**src/rtl/hash_checker_byte_mux.sv**
```systemverilog
// Selects expected digest byte [8*sel +: 8]; out-of-range selects return 0.
module byte_mux #(
  parameter int HASH_BYTES = 32,
  parameter int CNT_W      = 7
) (
  input  logic [8*HASH_BYTES-1:0] data,
  input  logic [CNT_W-1:0]        sel,
  output logic [7:0]              q
);

  always_comb begin
    q = '0;
    for (int unsigned k = 0; k < HASH_BYTES; k++) begin
      if (sel == CNT_W'(k)) q = data[8*k +: 8];
    end
  end

endmodule

```
**config.mk**
```make
export PLATFORM = sky130hd
export DESIGN_NAME = byte_mux
export DESIGN_NICKNAME = d
export VERILOG_FILES = /design/src/rtl/hash_checker_byte_mux.sv
export SDC_FILE = /design/constraint.sdc
export NUM_CORES = 1
export LEC_CHECK = 0
export ABC_AREA = 1
export BUFFER_PORTS_ARGS = -buffer_cell sky130_fd_sc_hd__buf_2
export CAP_MARGIN = 5
export CORE_AREA = 2 2 105 107
export DETAILED_ROUTE_END_ITERATION = 16
export DIE_AREA = 0 0 107 109
export PLACE_DENSITY = 0.66
export REMOVE_ABC_BUFFERS = 1
export SLEW_MARGIN = 20
export SYNTH_ARGS = -nofsm -noshare
export SYNTH_HDL_FRONTEND = slang
export SYNTH_SLANG_ARGS = --single-unit
```
**constraint.sdc**
```tcl
create_clock -name vclk -period 1.85
set_input_delay 0.185 -clock vclk [all_inputs]
set_output_delay 0.185 -clock vclk [all_outputs]
set_load 0.01 [all_outputs]
```
==> results of run 1 <==
layout make-up:
cell class	count	area [µm²]	area share (%)
tap	140	175	3.36
timing repair buffer	368	2210	42.5
inverter	91	368	7.06
multi-input combinational	481	2450	47.1
synth_stat cells:
master and n:
nor2_2 8, buf_12 1, nor3b_1 1, nor3_1 3
nor2_4 1, inv_2 5, inv_1 85, buf_1 1
and3_2 1, nand2_2 2, buf_4 1, nand2_1 239
o21ai_0 10, or2_0 3, nor2_8 4, nor2_1 87
nand3_1 31, inv_4 1, and3_1 2, a21oi_1 23
or2_2 20, nand2_4 1, or2_1 3, nand4_1 42
power by group through the flow:
stage / Sequential (mW) / Clock, mW / Combinational [mW]
after global placement: 0 / 0 / 0.557
after detailed placement: 0 / 0 / 0.554
final: 0 / 0 / 0.664
after global routing: 0 / 0 / 0.717
after floorplan: 0 / 0 / 0.155
after CTS: 0 / 0 / 0.622
through the flow:
| step | std cells | hold WS [ns] |
|---|---|---|
| floorplan | 572 | 0.494 |
| global placement | 1053 | 0.658 |
| detailed placement | 1053 | 0.669 |
| CTS | 1071 | 0.664 |
| global route | 1080 | 0.685 |
| finish | 1080 | 0.660 |
how the worst min path moves through the flow:
stage / cells past startpoint / from / end / slack (ns)
5_1_grt: 4 / data[253] / q[5] / 0.69
4_1_cts: 4 / data[253] / q[5] / 0.66
6_report: 4 / data[253] / q[5] / 0.66
3_5_place_dp: 4 / data[253] / q[5] / 0.67
2_1_floorplan: 2 / data[253] / q[5] / 0.49
3_3_place_gp: 4 / data[253] / q[5] / 0.66
logic make-up (layout without fill, tap and decap cells):
family / Yosys count / count (layout) / share of synthesized area [%]
buf+inv: 94 / 459 / 14.7
simple gates: 448 / 448 / 78.8
compound gates: 33 / 33 / 6.47
what timing repair did:
item / CTS / global route
gates cloned: 0 / 0
pin swaps: 49 / 59
resized for setup: 79 / 48
endpoints found under the setup margin: 8 / 8
setup buffers: 18 / 9
critical path, cell delays in order:
cell     delay (ns)
buf_8          0.10
nor2_4         0.11
nand2_4        0.09
buf_12         0.15
buf_6          0.12
nor2_8         0.10
inv_2          0.05
or2_0          0.18
nand2_1        0.06
nand4_1        0.14
nor2_2         0.18
nand4_1        0.10
nand2_1        0.08
nand4_1        0.10
nand2_1        0.09
nand4_1        0.10
nor2_1         0.14
nand4_1        0.09
nor2_1         0.12
nand3_1        0.11
buf_2          0.15
cells in the final DEF (no fill, tap or decap), types with 9 or more instances in the layout:
master   netlist  final
nand2_2        2     14
nand3_1       31     20
nor2_2         8     19
buf_4          1     85
nand2_4        1      9
o21ai_0       10     10
nor2_4         1     12
nor2_1        87     65
buf_6          0     15
inv_2          5     11
nand4_1       42     42
buf_2          0    263
nand3_2        0     11
inv_1         85     74
or2_2         20     19
nand2_1      239    219
a21oi_1       23     19
layer usage:
metal	GRT usage [%]	share of wire, %	vias to the layer above
li1	-	-	2525
met1	27.2	38	2155
met2	48.8	50	269
met3	3.35	7.8	47
met4	8.07	3.8	0
met5	0	0	-
==> flow_metrics.tcl, run 1 <==
set metrics [dict create \
    first_iter_violations 290 \
    yosysSeqAreaShare_pct 0 \
    via_count 4996 \
    power_mw 0.664 \
    grt_setup_unrepaired "yes" \
    coreArea_um2 10600 \
    seqPwrFrac_pct 0 \
    track_usage_pct 24.8 \
    nets 1205 \
    power_frac_clock_pct 0 \
    fin_area_um2 5210 \
    synthCells 575 \
    crit_path_start "sel[4]" \
    wl_um 15700 \
    fp.dieH_um 109 \
    p_switching_mw 0.309 \
    tightest_slew_ns 0.437 \
    die-area_um2 11700 \
    grt_max_degree 15 \
    period_minus_slack_ns 2.74 \
    status "complete, but fails checks" \
    initial_core_util_pct 24.1 \
    clkbuf_count 0 \
    syn_avg_cell_area_um2 4.44 \
    area_growth_syn_to_layout_pct 104 \
    setup_tns_ns -6.21 \
    max_freq_mhz 365 \
    ys_warn_count 0 \
    post-route-drc-count 0 \
    endpoint_kind "primary output" \
    grt_pass1_vias 4863 \
    drv_slew 0 \
    yosys-top-cells-area "nand2_1 (35%), nor2_1 (13%), inv_1 (13%), nand4_1 (10%), nand3_1 (6.1%)" \
    hold_buffers 0 \
    hold_viol_final 0 \
    period_share_pct 148 \
    diodes 0 \
    portBuffers 271 \
    grt_pass1_wl_um 22900 \
    setup_slack_ns -0.888 \
    power_per_cell_area_nw_per_um2 127 \
    syn-cell-area_um2 2550 \
    final-setup-viol-count 8 \
    endpoint "q[6]" \
    dpl_worst_slack_ns -1.03 \
    drive_gt1_share_pct 51.1 \
    violations "negative setup slack" \
    seq_cell_count 0 \
    vias_per_cell 4.63 \
    nFillCells 1162 \
    regArea_um2 0 \
    overflow 0 \
    antenna_found_initial 1 \
    ant_nets 0 \
    p_int_mw 0.354 \
    final_core_util_pct 49.2 \
    rows 38 \
    gp_congestion 0.881 \
    switching_share_pct 46.6 \
    die_w_um 107 \
    synth_top_cell_area_share_pct 35.1 \
    dr.pass1.iters 5 \
    slew_headroom_pct 70.7 \
    dpl_cell_area_um2 4590 \
    io_pins 271 \
    combPwrFrac_pct 100.0 \
    cap_violations 0 \
    vdd_drop_max_uv 78.7 \
    min_path_type "input port to primary output" \
    dp_hpwl_um 13000 \
    worstSetupStartpointType "input port" \
    critPathArrivalTime_ns 2.55 \
    synth.distinct_cells 24 \
    p_leak_nw 2.92 \
    wl_per_cell_um 14.5 \
    cp.required_ns 1.66 \
    path_class "input port to primary output" \
    crit_path_max_fanout 6 \
    synth.largest_area_cell "nand2_1" \
]
Power figures use the tool's default switching activity.
==> inputs of run 2 (changes only) <==
==> constraint.sdc (replaced) <==
create_clock -name vclk -period 1.85
set_input_delay 0.0925 -clock vclk [all_inputs]
set_output_delay 0.0925 -clock vclk [all_outputs]
set_load 0.01 [all_outputs]
==> run 2 against run 1 <==
Net effect: the run still ends with negative setup slack left; critical path type unchanged; non-clock buffer count did not move; die area did not move; core utilization fell by 0.48 points; total power fell by 1.6%; sequential share of layout area did not move; largest cell class unchanged; hold slack got worse by 0.18 ns; routed wire length fell by 2.8%; global-route usage fell by 0.79 points; via count fell by 0.98%; fmax rose by 9.0%; largest power group unchanged.
==> flow_metrics.tcl, run 2 (synthesized netlist as in run 1, its figures left out) <==
set metrics [dict create \
    final_core_util_pct 48.7 \
    p_leak_nw 2.91 \
    period_minus_slack_ns 2.51 \
    dpl_worst_slack_ns -0.822 \
    overflow 0 \
    dr.pass1.iters 5 \
    initial_core_util_pct 24.1 \
    crit_path_max_fanout 5 \
    period_share_pct 136 \
    grt_max_degree 15 \
    dpl.cell_count 1053 \
    clkbuf_count 0 \
    seq_cell_count 0 \
    dp_hpwl_um 12900 \
    drv_slew 0 \
    grt_pass1_wl_um 22300 \
    wl_per_cell_um 14.1 \
    track_usage_pct 24.0 \
    status "complete, but fails checks" \
    final_cells 1082 \
    ant_nets 0 \
    vias_per_cell 4.57 \
    die-area_um2 11700 \
    vdd_drop_max_uv 79.1 \
    slew_headroom_pct 76.6 \
    hold-worst-slack_ns 0.477 \
    antenna_found_initial 2 \
    post-route-drc-count 0 \
    slowest_stage "buf_2" \
    area_growth_syn_to_layout_pct 102 \
    cpMostUsedCell "nand4_1" \
    die_w_um 107 \
    min_path_type "input port to primary output" \
    final_cell_mix "buf_2 (264), nand2_1 (222), buf_4 (86), inv_1 (74), nor2_1 (65)" \
    first_iter_violations 325 \
    wl_um 15300 \
    final-setup-viol-count 8 \
    via_count 4947 \
    hold_viol_final 0 \
    nets 1205 \
    grt_pass1_vias 4764 \
    setup_slack_ns -0.661 \
    rows 38 \
    worstSetupStartpointType "input port" \
    path_class "input port to primary output" \
    max_freq_mhz 398 \
    coreArea_um2 10600 \
    max_stage_delay_ns 0.18 \
    layout_commonest_cell "buf_2" \
    tightest_slew_ns 0.350 \
    critPathArrivalTime_ns 2.42 \
    violations "negative setup slack" \
    crit_path_cell_trace "buf_6, inv_4, nand2_4, nor2_2, inv_2, nor2_8, buf_4, a21oi_2, nand4_1, nand2_1, nand4_1, nor2_1, nand4_1, nand2_1, nand4_1, nor2_1, nand3_1, nand2_1, nand3_1, nand2_1, nand4_1, nor2_1, nand3_1, buf_2" \
    endpoint_kind "primary output" \
    regArea_um2 0 \
    power_per_cell_area_nw_per_um2 127 \
    grt_setup_unrepaired "yes" \
    gp_congestion 0.909 \
    io_pins 271 \
    cap_violations 0 \
    cp.required_ns 1.76 \
    drive_gt1_share_pct 50.3 \
    portBuffers 271 \
    fp.dieH_um 109 \
]
[run 2: changes by cell type in the layout (fill, tap and decap cells not counted), sizes merged]
cell | before | now
inv | 89 | 91
diode | 0 | 2
clkinvlp | 1 | 0
clkinv | 1 | 0
[run 2: worst max-delay path, delay by kind of cell]
family,cells,cell delay (ns)
simple gates,18,1.63
compound gates,1,0.10
buf+inv,5,0.57
[run 2: what timing repair did]
item | 4_1_cts | 5_1_grt
gates cloned | 0 | 0
pin swaps | 27 | 52
hold buffers | 0 | 0
endpoints found under the setup margin | 8 | 8
buffers inserted | 18 | 9
gates resized for setup | 76 | 30
[run 2: final timing paths]
path  startpoint  endpoint  slack (ns)  cells after the start
min    data[253]      q[5]        0.48                      4
max       sel[3]      q[3]       -0.66                     24
[run 2: final cells by class]
| type | count | area, µm² |
|---|---|---|
| fill | 1144 | 5440 |
| multi-input combinational | 481 | 2400 |
| timing repair buffer | 368 | 2220 |
| inverter | 91 | 354 |
| tap | 140 | 175 |
| antenna | 2 | 5.00 |
[run 2: power by group]
group | total [mW] | leakage [nW] | internal, mW | switching, mW
clock | 0.000000145 | 0.0000127 | 0.000000145 | 0
combinational | 0.653 | 2.91 | 0.353 | 0.300
sequential | 0 | 0 | 0 | 0
total | 0.653 | 2.91 | 0.353 | 0.300
[run 2: stage by stage]
step	cell area (µm²)	TNS [ns]	power, mW
2_1_floorplan	2520	-0.684	0.155
4_1_cts	4970	-4.41	0.613
6_report	5160	-4.37	0.653
3_5_place_dp	4590	-5.95	0.552
5_1_grt	5160	-5.94	0.708
3_3_place_gp	4590	-5.75	0.557
[run 2: routing by layer]
metal  vias to the layer above  part of all wire, %  global-route usage [%]
li1                       2523                    -                       -
met1                      2105                   39                    26.9
met2                       271                   49                    46.4
met3                        48                  7.7                    2.51
met4                         0                  4.2                    9.18
met5                         -                    0                       0
